==> src/rtl/arinc429_rx.sv <==
// arinc429_rx: ARINC 429 bipolar return-to-zero line receiver.
// Recovers 32-bit words from RxA/RxB and flags parity and framing errors.
module arinc429_rx #(
    parameter int CLKS_PER_BIT = 240,
    parameter int GAP_BITS     = 4
) (
    input  logic        Clk,
    input  logic        Rst,
    input  logic        RxA,
    input  logic        RxB,
    output logic [31:0] Out,
    output logic        valid,
    output logic        parity_err,
    output logic        frame_err
);
    localparam int GAP_CYC = GAP_BITS * CLKS_PER_BIT;
    localparam int PW      = $clog2(GAP_CYC + 1);

    localparam logic [PW-1:0] GAP_LAST = PW'(GAP_CYC - 1);
    localparam logic [PW-1:0] PH_MAX   = PW'(GAP_CYC);
    localparam logic [PW-1:0] HI_MIN   = PW'(CLKS_PER_BIT / 4);
    localparam logic [PW-1:0] HI_MAX   = PW'(3 * CLKS_PER_BIT / 4);
    localparam logic [PW-1:0] LO_MAX   = PW'(CLKS_PER_BIT);

    typedef enum logic [1:0] {
        SYNC,
        WAIT_BIT,
        HIGH
    } state_t;

    typedef enum logic [1:0] {
        SYM_NULL = 2'b00,
        SYM_ZERO = 2'b01,
        SYM_ONE  = 2'b10,
        SYM_ILL  = 2'b11
    } sym_t;

    logic [1:0]    a_sync;
    logic [1:0]    b_sync;
    sym_t          sym;
    state_t        state;
    state_t        state_n;
    logic [PW-1:0] phase_cnt;
    logic [PW-1:0] phase_n;
    logic [PW-1:0] phase_inc;
    logic [5:0]    bit_cnt;
    logic [5:0]    bit_n;
    logic [31:0]   shreg;
    logic [31:0]   shreg_n;
    logic [31:0]   word;
    logic          cur_bit;
    logic          cur_n;
    logic [31:0]   out_n;
    logic          valid_n;
    logic          perr_n;
    logic          ferr_n;
    logic          abort;
    logic          same_sym;

    assign sym       = sym_t'({a_sync[1], b_sync[1]});
    assign phase_inc = (phase_cnt == PH_MAX) ? phase_cnt : phase_cnt + 1'b1;
    assign same_sym  = (sym == SYM_ONE && cur_bit) || (sym == SYM_ZERO && !cur_bit);

    // Two-flop synchronisers for the asynchronous line legs.
    always_ff @(posedge Clk) begin
        if (Rst) begin
            a_sync <= 2'b00;
            b_sync <= 2'b00;
        end else begin
            a_sync <= {a_sync[0], RxA};
            b_sync <= {b_sync[0], RxB};
        end
    end

    // Next-state, counter and output decode for the bit framer.
    always_comb begin
        state_n = state;
        phase_n = phase_cnt;
        bit_n   = bit_cnt;
        shreg_n = shreg;
        cur_n   = cur_bit;
        out_n   = Out;
        valid_n = 1'b0;
        perr_n  = 1'b0;
        ferr_n  = 1'b0;
        abort   = 1'b0;
        word    = shreg;
        word[bit_cnt[4:0]] = cur_bit;

        case (state)
            SYNC: begin
                if (sym == SYM_NULL) begin
                    if (phase_cnt >= GAP_LAST) begin
                        state_n = WAIT_BIT;
                        phase_n = '0;
                        bit_n   = '0;
                        shreg_n = '0;
                    end else begin
                        phase_n = phase_inc;
                    end
                end else begin
                    phase_n = '0;
                end
            end
            WAIT_BIT: begin
                case (sym)
                    SYM_ONE, SYM_ZERO: begin
                        cur_n   = (sym == SYM_ONE);
                        phase_n = '0;
                        state_n = HIGH;
                    end
                    SYM_ILL: begin
                        ferr_n = (bit_cnt != 6'd0);
                        abort  = 1'b1;
                    end
                    default: begin
                        if (bit_cnt != 6'd0) begin
                            if (phase_cnt > LO_MAX) begin
                                ferr_n = 1'b1;
                                abort  = 1'b1;
                            end else begin
                                phase_n = phase_inc;
                            end
                        end
                    end
                endcase
            end
            HIGH: begin
                if (same_sym) begin
                    if (phase_cnt > HI_MAX) begin
                        ferr_n = 1'b1;
                        abort  = 1'b1;
                    end else begin
                        phase_n = phase_inc;
                    end
                end else if (sym == SYM_NULL) begin
                    if (phase_cnt < HI_MIN) begin
                        ferr_n = 1'b1;
                        abort  = 1'b1;
                    end else if (bit_cnt == 6'd31) begin
                        out_n   = word;
                        valid_n = 1'b1;
                        perr_n  = ~^word;
                        state_n = SYNC;
                        phase_n = '0;
                        bit_n   = '0;
                        shreg_n = '0;
                    end else begin
                        shreg_n = word;
                        bit_n   = bit_cnt + 1'b1;
                        phase_n = '0;
                        state_n = WAIT_BIT;
                    end
                end else begin
                    ferr_n = 1'b1;
                    abort  = 1'b1;
                end
            end
            default: begin
                abort = 1'b1;
            end
        endcase

        if (abort) begin
            state_n = SYNC;
            phase_n = '0;
            bit_n   = '0;
            shreg_n = '0;
        end
    end

    // State, counter and output registers.
    always_ff @(posedge Clk) begin
        if (Rst) begin
            state      <= SYNC;
            phase_cnt  <= '0;
            bit_cnt    <= '0;
            shreg      <= '0;
            cur_bit    <= 1'b0;
            Out        <= '0;
            valid      <= 1'b0;
            parity_err <= 1'b0;
            frame_err  <= 1'b0;
        end else begin
            state      <= state_n;
            phase_cnt  <= phase_n;
            bit_cnt    <= bit_n;
            shreg      <= shreg_n;
            cur_bit    <= cur_n;
            Out        <= out_n;
            valid      <= valid_n;
            parity_err <= perr_n;
            frame_err  <= ferr_n;
        end
    end
endmodule

==> config.mk <==
export PLATFORM = sky130hd
export DESIGN_NAME = arinc429_rx
export DESIGN_NICKNAME = d
export VERILOG_FILES = /design/src/rtl/arinc429_rx.sv
export SDC_FILE = /design/constraint.sdc
export NUM_CORES = 1
export LEC_CHECK = 0
export ABC_CLOCK_PERIOD_IN_PS = 6420
export BUFFER_PORTS_ARGS = -buffer_cell sky130_fd_sc_hd__buf_2
export CORE_MARGIN = 1
export CORE_UTILIZATION = 35
export DETAILED_ROUTE_END_ITERATION = 10
export PLACE_DENSITY_LB_ADDON = 0.15
export SYNTH_ARGS = -nofsm -noshare
export SYNTH_HDL_FRONTEND = slang
export SYNTH_SLANG_ARGS = --single-unit
==> constraint.sdc <==
create_clock -name Clk -period 6.42 [get_ports Clk]
set_clock_uncertainty 0.05 [all_clocks]
set_input_delay 0.321 -clock Clk [delete_from_list [all_inputs] [get_ports Clk]]
set_output_delay 0.321 -clock Clk [all_outputs]
set_load 0.01 [all_outputs]
Yosys cells after proc, flatten, opt, wreduce, memory -nomap -nowiden:

Index checks and enable logic that the tools add are counted.

* bits in registers: 90
* bits of input ports: 4
* output and inout bits: 35
* logic and storage cells: 110

* add/sub/neg operators: 2
* $lt $le $gt $ge: 6
* equality and inequality tests: 19
* mux-type cells: 47
* bitwise logic cells: 5
* reduce and logical (&&, ||, !) cells: 20

Operators with widths (number)
* $mux 32: 6
* $mux 10: 9
* $pmux 32 s2: 1
* $mux 6: 6
* $bwmux 32: 1
* $reduce_xnor 32->1: 1
* $pmux 10 s3: 1
* $gt 10x8->1 const B: 2
* $pmux 10 s2: 1
* $ne 3x3->1 const B: 5
* $ne 2x2->1 const B: 7
* $reduce_and 7->1: 2
* $mux 2: 6
* $pmux 6 s2: 1
* $add 10x1->10 const B: 1
* $eq 10x10->1 const B: 1
* $ge 10x10->1 const B: 1
* $lt 10x6->1 const B: 1
* $mux 1: 9
* $add 6x1->6 const B: 1
* $eq 2x2->1 const B: 3
* $eq 6x5->1 const B: 1
* $lt 5x6->1 const B: 1
* $pmux 1 s2: 3
* other kinds (19): 28

Logic depth before layout (Yosys ltp):

* depth after elaboration: 10
* gate-level depth with buffers: 12
* gate-level depth less buffers: 10

Worst setup path before layout:

Ideal clock, no wire load.

* kind: register -> register
* start point: register phase_cnt[6]
* end point: register phase_cnt[8]
* setup time: 88 ps
* arrival time: 2610 ps
* required time: 6282 ps
* path slack: 3671 ps
* stages on the path, launching flop included: 10
* buffers on the path: 1
* clock period less this slack: 2749 ps
* path through: dfxtp_1 > buf_6 > or3_4 > or4_4 > a31oi_4 > o221ai_2 > a221oi_4 > and3_4 > a31oi_1 > a311oi_2

* longest elaborated chain between the ends: 6
* elaborated cells between the ends (all ways): 28
* classes of those cells: add/sub: 1; order compare: 4; eq/ne: 4; mux: 17; reduce/logical: 2

RTL lines
* start: declaration: line 43 `logic [PW-1:0] phase_cnt;`
* start signal: assignment: line 186 `phase_cnt <= phase_n;`
* $add 10x1->10 (tied with other cells): line 61 `assign phase_inc = (phase_cnt == PH_MAX) ? phase_cnt : phase_cnt + 1'b1;`
* $mux 10 (tied with other cells): line 61
* $mux 10 (tied with other cells): line 118 `if (phase_cnt > LO_MAX) begin`
* $mux 10 (tied with other cells): line 117 `if (bit_cnt != 6'd0) begin`
* $pmux 10 s2 or $pmux 1 s3 (tied branches): line 106, 90
* $pmux 10 s3 or $reduce_or 2->1 (tied branches)

Parallel ways exist; a longest one is shown, timed or not. The select of a mux whose other input is x is not followed.
A chain may end at the register's enable or synchronous reset.

Final worst setup path:

* start point: register b_sync[1]
* end point: register shreg[21]

* longest elaborated chain between the ends: 6
* elaborated cells between the ends (all ways): 17
* classes of those cells: eq/ne: 6; mux: 4; reduce/logical: 7

RTL lines
* start: declaration: line 39 `logic [1:0] b_sync;`
* start signal: assignment: line 71 `b_sync <= {b_sync[0], RxB};`
* branches (longest 6 deep; another with $pmux 1 s3)
* end signal: assignment: line 188 `shreg <= shreg_n;`
* end: declaration: line 48 `logic [31:0] shreg;`

Parallel ways; which one is timed is not known.

==> metrics <==
status finished, final reports clean; commonest non-fill, non-tap cells in the layout dfxtp_1, nor2_1, a211oi_1; FP Rows 41; max-capacitance violation count 0; Starting Density 36.0%; Compound-Gate Fraction of Synth Area 14.7%; Core Area 12700 µm²; number of distinct library cells after synthesis 48; sequential share of the synthesized area 39.5%; FF/Latch Area 1800 µm²; main combinational cell family by area after synthesis simple AND/OR/NAND/NOR gates; Vias per Instance 5.08; RR Startpoint b_sync[1]$_SDFF_PP0_; Min-Delay Startpoint RxA; FF-to-FF path depth 11; IO Port Bufs 38; max incr delay on CP 0.60 ns; Final Setup Violations 0; stages on the worst setup path 11; share of cells above drive strength 1 13.8%; vias in the first global route 3363; fin nets 528; WS Path Type register to register; Lkg Pwr 0.00184 µW; RSZ-0062 raised after global routing false; Synth Area in Adders 3.84%; critical-path cell list inv_1 -> ha_1 -> mux2i_1 -> o31a_1 -> inv_1 -> a22o_1 -> nor3b_2 -> buf_4 -> a21o_1 -> buf_4 -> a211oi_1; Clock Pin Slew Worst Setup and Hold Paths 0.07 ns; Sink Count 90; final non-filler cell total 687; fin. max-slew vios 0; CP Max Fanout 72; Hold EP a_sync[0]$_SDFF_PP0_; RR Endpoint shreg[21]$_SDFFE_PP0P_; hold buffers post-CTS 0; r2r setup slk 3.09 ns; DRT antenna net count 0; Place WS 3.14 ns; final worst slack 3.09 ns; Critical Path RT 6.56 ns; Synth Instances 496; FILL cells 1294; Post-synth EDFFs 0; Final Hold Fails 0; Worst Setup End Kind register; ranking of synthesized cells by area dfxtp_1, a211oi_1, mux2i_1; Synth area leader dfxtp_1; final WL 10200 µm; latest clock arrival within the worst-skew pair 0.35 ns; Final period util 51.9%; Crit path max-delay family buffers and inverters; total grt overflow 0; CTS tree done; mux share of post-synthesis cell area 7.90%; # diodes 0; detailed-router iteration count before antenna repair 4; Post-DP HPWL 6700 µm; WL/cell 14.9 µm; Fin Setup TNS 0 ns; Synth Register Bits 90; cts bufs inserted 9; Worst path slowest cell buf_4; syn nets 514; DIE AREA 13500 µm²; area fraction of the dominant cell type after synthesis 39.5%; Root Driver clkbuf_16; antenna violations before repair 0; FMAX 300 MHz; Mapped Avg Cell Area 9.20 µm²; max_slew headroom 48.0%; startpoint class of the critical path register; yosys warns 0; # IOs 39; top_reg_cell synth dfxtp_1; asr flop ratio synth 0%; largest net degree at the start of global routing 73; WP data arrival 3.47 ns; DR vias 3488; 1st-iter DRT viols 131; Worst Hold Class input pin to register; area grow syn2layout 12.9%; number of H-tree levels 3; Setup Fix Bufs, Post-CTS 0; worst-margin pin slew 0.781 ns; all-layer global routing usage 16.5%; DRC viols 0; post-synthesis simple-gate area fraction 21.3%; placed cells 671; PD cells 218 nW/µm²; worst setup path start b_sync[1]$_SDFF_PP0_; Post-CTS Resized 0; worst path buffer plus inverter count 4; xor and xnor fraction of the mapped netlist area 8.06%; worst hold path depth 2; post-synthesis cell area 4560 µm²; commonest non-fill, non-tap cell in the layout dfxtp_1; Die Wd 116 µm; first-pass GRT wire length 16900 µm; min cycle time layout 3.33 ns; die height 116 µm; multi-input logic area 2560 µm²; clk buf depth 2; maximum vdd drop 0.000101 V; Placer Congestion 0.792
## cell type report
| class | count | area share (%) |
|---|---|---|
| Clock buffer | 11 | 4.71 |
| Clock inverter | 5 | 1.04 |
| Inverter | 10 | 0.729 |
| Multi-Input combinational cell | 354 | 49.6 |
| Sequential cell | 90 | 35.0 |
| Tap cell | 172 | 4.18 |
| Timing Repair Buffer | 45 | 4.71 |
## through the flow
step	area (µm²)	util, %	total power, µW	hold WS, ns
global placement	4850	38.3	601	0.379
CTS	5150	40.7	1140	0.125
floorplan	4560	-	595	0.359
finish	5150	40.7	1120	0.136
global route	5150	40.7	1170	0.136
detailed placement	4850	38.3	602	0.388
## flip-flops by register name, summed over array words and instances, names as in the netlist
register and cells:
frame_err 1, parity_err 1, cur_bit 1, b_sync 2, valid 1, Out 32
bit_cnt 6, shreg 32, phase_cnt 10, a_sync 2, state 2
## Yosys cell counts, drive strengths merged (2+ instances only)
master and n:
dfxtp 90, nor2 88, a211oi 64, mux2i 36, clkbuf 35, xnor2 30
ha 14, nand4b 13, nand2 12, nand4 12, nor4bb 12, xor2 12
inv 10, buf 7, nor2b 7, nand3 6, and3 5, nor3b 5
nor4b 5, a21oi 4, o21ai 4, a31oi 2, nand2b 2, nand3b 2
or3 2, or4 2
## routing by layer
| layer | share of wire (%) | GRT usage, % |
|---|---|---|
| met2 | 43 | 24.7 |
| met4 | 2.8 | 9.23 |
| met1 | 51 | 22.3 |
| met5 | 0 | 0 |
| met3 | 2.6 | 3.06 |
## worst max path at each step
stage | endpoint | slack, ns
finish | shreg[21]$_SDFFE_PP0P_ | 3.09
global route | shreg[29]$_SDFFE_PP0P_ | 2.84
CTS | shreg[18]$_SDFFE_PP0P_ | 3.12
detailed placement | shreg[21]$_SDFFE_PP0P_ | 3.14
global placement | shreg[17]$_SDFFE_PP0P_ | 3.17
floorplan | phase_cnt[8]$_SDFFE_PP0P_ | 3.67
## cell families after synthesis
group           count (synthesis)
compound gates                 85
xor+xnor                       42
fa+ha+maj                      14
buf+inv                        52
flops                          90
mux                            36
simple gates                  177
## power breakdown
part | switching (µW) | internal, µW | leakage [µW]
combinational | 17.3 | 7.95 | 0.000968
sequential | 3.07 | 561 | 0.000726
clock | 225 | 311 | 0.000149
No activity file was read; power rests on OpenSTA's default activity.
